### src/rtl/alu_op_sequencer.sv
// alu_op_sequencer: front-end controller for the ALU unit bank.
// It accepts one command at a time and strobes exactly one unit (arith, logic, cmp or shift).
// It then waits, with a timeout, for that unit's completion flag.
// The unit's result is widened to 2W and held on a valid/ready result port until it is taken.
module alu_op_sequencer #(
  parameter int In_Data_Width  = 8,
  parameter int TIMEOUT_CYCLES = 4,
  parameter int CNT_WIDTH      = 16
) (
  input  logic                         clk,
  input  logic                         rst,
  input  logic                         cmd_valid,
  output logic                         cmd_ready,
  input  logic [3:0]                   cmd_opcode,
  input  logic [In_Data_Width-1:0]     cmd_a,
  input  logic [In_Data_Width-1:0]     cmd_b,
  output logic [In_Data_Width-1:0]     unit_a,
  output logic [In_Data_Width-1:0]     unit_b,
  output logic [1:0]                   alu_fun,
  output logic                         arith_enable,
  output logic                         logic_enable,
  output logic                         cmp_enable,
  output logic                         shift_enable,
  input  logic [2*In_Data_Width-1:0]   arith_out,
  input  logic                         arith_flag,
  input  logic [In_Data_Width-1:0]     logic_out,
  input  logic                         logic_flag,
  input  logic [2:0]                   cmp_out,
  input  logic                         cmp_flag,
  input  logic [In_Data_Width-1:0]     shift_out,
  input  logic                         shift_flag,
  output logic                         res_valid,
  input  logic                         res_ready,
  output logic [2*In_Data_Width-1:0]   res_data,
  output logic                         res_err,
  output logic [CNT_WIDTH-1:0]         op_count
);

  localparam int W  = In_Data_Width;
  localparam int TW = $clog2(TIMEOUT_CYCLES + 1);

  localparam logic [1:0] S_IDLE  = 2'd0;
  localparam logic [1:0] S_ISSUE = 2'd1;
  localparam logic [1:0] S_WAIT  = 2'd2;
  localparam logic [1:0] S_DONE  = 2'd3;

  localparam logic [1:0] U_ARITH = 2'b00;
  localparam logic [1:0] U_LOGIC = 2'b01;
  localparam logic [1:0] U_CMP   = 2'b10;
  localparam logic [1:0] U_SHIFT = 2'b11;

  logic [1:0]    state;
  logic [1:0]    unit_sel;
  logic [TW-1:0] tcnt;
  logic          sel_flag;
  logic [2*W-1:0] sel_data;

  assign cmd_ready = (state == S_IDLE);

  // One-hot unit strobe, only during the single ISSUE cycle
  always_comb begin
    arith_enable = 1'b0;
    logic_enable = 1'b0;
    cmp_enable   = 1'b0;
    shift_enable = 1'b0;
    if (state == S_ISSUE) begin
      case (unit_sel)
        U_ARITH: arith_enable = 1'b1;
        U_LOGIC: logic_enable = 1'b1;
        U_CMP:   cmp_enable   = 1'b1;
        default: shift_enable = 1'b1;
      endcase
    end
  end

  // Select the active unit's flag and widen its result; other units' flags are never looked at
  always_comb begin
    sel_flag = 1'b0;
    sel_data = '0;
    case (unit_sel)
      U_ARITH: begin sel_flag = arith_flag; sel_data = arith_out; end
      U_LOGIC: begin sel_flag = logic_flag; sel_data = {{W{1'b0}}, logic_out}; end
      U_CMP:   begin sel_flag = cmp_flag;   sel_data = {{(2*W-3){1'b0}}, cmp_out}; end
      U_SHIFT: begin sel_flag = shift_flag; sel_data = {{W{1'b0}}, shift_out}; end
      default: ;
    endcase
  end

  // Sequencer FSM, operand/result registers, timeout and completion counters
  always_ff @(posedge clk) begin
    if (rst) begin
      state     <= S_IDLE;
      unit_sel  <= U_ARITH;
      alu_fun   <= 2'b00;
      unit_a    <= '0;
      unit_b    <= '0;
      tcnt      <= '0;
      res_valid <= 1'b0;
      res_data  <= '0;
      res_err   <= 1'b0;
      op_count  <= '0;
    end else begin
      case (state)
        S_IDLE: begin
          if (cmd_valid) begin
            unit_sel <= cmd_opcode[3:2];
            alu_fun  <= cmd_opcode[1:0];
            unit_a   <= cmd_a;
            unit_b   <= cmd_b;
            state    <= S_ISSUE;
          end
        end
        S_ISSUE: state <= S_WAIT;
        S_WAIT: begin
          if (sel_flag) begin
            res_data  <= sel_data;
            res_err   <= 1'b0;
            res_valid <= 1'b1;
            tcnt      <= '0;
            state     <= S_DONE;
          end else if (tcnt == TW'(TIMEOUT_CYCLES - 1)) begin
            res_data  <= '0;
            res_err   <= 1'b1;
            res_valid <= 1'b1;
            tcnt      <= '0;
            state     <= S_DONE;
          end else begin
            tcnt <= tcnt + 1'b1;
          end
        end
        default: begin
          if (res_ready) begin
            res_valid <= 1'b0;
            op_count  <= op_count + 1'b1;
            state     <= S_IDLE;
          end
        end
      endcase
    end
  end

endmodule
### config.mk
export PLATFORM = sky130hd
export DESIGN_NAME = alu_op_sequencer
export DESIGN_NICKNAME = d
export VERILOG_FILES = /design/src/rtl/alu_op_sequencer.sv
export SDC_FILE = /design/constraint.sdc
export NUM_CORES = 1
export LEC_CHECK = 0
export ABC_AREA = 1
export BUFFER_PORTS_ARGS = -buffer_cell sky130_fd_sc_hd__buf_2
export CAP_MARGIN = 10
export CORE_AREA = 2 2 91 93
export DETAILED_ROUTE_END_ITERATION = 8
export DIE_AREA = 0 0 93 95
export HOLD_SLACK_MARGIN = 0.02
export SLEW_MARGIN = 5
export SYNTH_ARGS = -nofsm -noshare
export SYNTH_HDL_FRONTEND = slang
export SYNTH_SLANG_ARGS = --single-unit
### constraint.sdc
create_clock -name clk -period 2.3 [get_ports clk]
set_input_delay 0.115 -clock clk [delete_from_list [all_inputs] [get_ports clk]]
set_output_delay 0.115 -clock clk [all_outputs]
set_load 0.01 [all_outputs]
==> key figures <==
Clock tree
  • CTS tree: done
  • CTS Sinks: 59
  • Clock buffer depth: 2
  • Clock slew at reported path FFs: 0.07 ns
  • Resized cells post-CTS: 0
  • CTS Root Cell: clkbuf_8
  • Post-CTS Setup Bufs: 0
  • H-tree depth: 3
  • Total CTS buffers: 9
  • Later-pin clock latency in the skew report: 0.32 ns
  • CTS Hold Bufs: 0

Floorplan
  • Core area: 7930 sq um
  • Initial core utilization: 34.0%
  • I/O pin count: 120
  • Chip Height: 95 um
  • Die area: 8840 sq um
  • Die width: 93 um
  • FP Rows: 33

Critical path
  • Worst Path Max Fanout: 18
  • CP Capture Type: flip-flop
  • CP arrival: 2.14 ns
  • R2R Setup Slk: 0.41 ns
  • Startpoint types: flip-flop
  • Worst EP required: 2.56 ns
  • Critical path class: flip-flop to flip-flop

Detailed routing
  • Vias per std cell: 4.53
  • Post-Route WL: 7080 um
  • DRC viols: 0
  • DRT Pass-1 Iters: 4
  • Drt first-iter violations: 70
  • Remaining antenna violation count: 0
  • DR WL/cell: 11.4 um
  • Via Count: 2810

Finish
  • Area Growth Syn to Fin: 32.5%
  • Fin util: 45.1%
  • Layout cells sized above 1: 29.9%
  • Fin nets: 581
  • Diodes inserted: 0

Power
  • NetSw: 1180 uW
  • Lkg Pwr: 0.00183 uW
  • Worst vdd ir: 0.324 mV
  • Tot Pwr: 3380 uW
  • Switching part of the total power: 35.0%
  • Power density cells: 945 nW/um^2
  • Comb pwr share: 33.5%
  • Reg power frac: 38.6%
  • Internal Dissipation: 2190 uW
  • Clock power frac: 28.0%

Placement
  • Gpl congestion: 0.800
  • Worst slack, placed: 0.418 ns
  • IO buf count: 119
  • Post-detail-place hpwl: 5430 um

STA
  • Fmax: 530 MHz
  • Fin crit share: 82.0%
  • Worst-Margin Slew: 0.589 ns
  • Hold Vio Cnt, Final: 0
  • RSZ-0062 raised after global routing: false
  • Setup Skew: 0.0115 ns
  • Final setup margin: 0.414 ns
  • Setup TNS: 0 ns
  • Hold Slack: 0.0398 ns
  • Slew Limit Headroom: 60.7%
  • Final setup fails: 0
  • Slew Limit Fails: 0
  • Min cycle time layout: 1.89 ns

Yosys
  • Synth cell types: 30
  • Synthesized flop and latch total: 59
  • Syn. warnings: 0
  • Synthesized area: 2700 sq um
  • Syn Area/Cell: 6.88 sq um
  • Syn Nets: 461
  • Cells after synthesis: 392
  • Sequential fraction of the synthesis area: 43.8%

GRT
  • Antenna violations before repair: 0
  • First-pass GRT wire length: 11100 um
  • Largest net degree at the start of global routing: 26
  • GRT Util Overall: 15.9%
  • Gr ovfl total: 0
  • Vias in the first global route: 2487

Job
  • Max Cap Viol: 0

Status
  • Status: finished clean

Worst hold path
  • HP Class: input pin to flip-flop
[metrics by stage]
step / std cells / cell area (sq um)
3_5_place_dp: 606 / 3370
6_report: 620 / 3570
3_3_place_gp: 606 / 3370
2_1_floorplan: 392 / 2700
5_1_grt: 620 / 3570
4_1_cts: 620 / 3570
[cell usage after synthesis, drive strengths merged]
master | number | area (sq um)
a21o | 1 | 7.51
a21oi | 21 | 105
and3 | 1 | 6.26
buf | 5 | 38.8
clkbuf | 7 | 26.3
clkinv | 1 | 3.75
dfxtp | 59 | 1180
ha | 6 | 75.1
inv | 41 | 154
nand2 | 75 | 302
nand3 | 19 | 100
nand4 | 3 | 18.8
nor2 | 102 | 400
nor3 | 4 | 20.0
nor3b | 1 | 7.51
o21a | 5 | 37.5
o21ai | 38 | 190
o31ai | 1 | 7.51
or2 | 1 | 6.26
xor2 | 1 | 8.76
[placed cells by master, fill, tap and decap left out, types with 10 or more instances in the layout]
| cell | n |
|---|---|
| buf_2 | 119 |
| nor2_1 | 97 |
| nand2_1 | 71 |
| dfxtp_1 | 59 |
| inv_1 | 33 |
| o21ai_0 | 28 |
| a21oi_1 | 21 |
| nand3_1 | 18 |
| clkbuf_8 | 12 |
| o21ai_1 | 10 |
[sequential cells by signal, summed over array words and instances (netlist names)]
| name | flops |
|---|---|
| op_count | 16 |
| res_data | 16 |
| unit_a | 8 |
| unit_b | 8 |
| tcnt | 3 |
| alu_fun | 2 |
| state | 2 |
| unit_sel | 2 |
| res_err | 1 |
| res_valid | 1 |
[power groups by stage]
stage	logic [uW]	clock network [uW]	registers (uW)
finish	1130	944	1300
global route	1310	1020	1320
CTS	1150	978	1300
detailed placement	1140	0	1330
global placement	1130	0	1320
floorplan	720	0	1370
[layout make-up]
cell class | instances | area, sq um
sequential | 59 | 1180
clock inverter | 2 | 35.0
multi-input combinational | 279 | 1290
tap | 105 | 131
inverter | 42 | 158
clock buffer | 12 | 165
timing repair buffer | 121 | 611
fill | 863 | 4350
[path summary, 6_finish.rpt]
check	startpoint	endpoint	depth (start not counted)
worst min register to register	tcnt[2]	tcnt[2]	2
worst max-delay path	unit_sel[0]	res_data[10]	7
worst max register to register	unit_sel[0]	res_data[10]	7
worst min-delay path	cmd_b[5]	unit_b[5]	3
[kinds of logic (layout without fill, tap and decap cells)]
family	after synthesis	after routing	synth area share [%]
and+or+nand+nor	206	206	31.9
adders and majority gates	6	6	2.78
xor gates and xnor gates	1	1	0.325
DFF	59	59	43.8
buffers and inverters	54	177	8.26
AOI/OAI and AO/OA	66	66	12.9
[per-layer routing]
metal  global-route usage [%]  vias up  wire [um]
met2                     26.1       78       3210
met4                     6.50        0         91
li1                         -     1470          -
met5                        0        -          0
met1                     20.3     1253       3350
met3                     3.67        9        430
[worst max-delay path, cell delays in order, from the launching register on]
cell and delay [ns]:
dfxtp_1 0.40, nor2_2 0.38, nand2_2 0.28, nand3_2 0.21, nand2_4 0.16, inv_2 0.22, nor2_1 0.06, nor2_1 0.09
(Power assumes the default switching activity.)
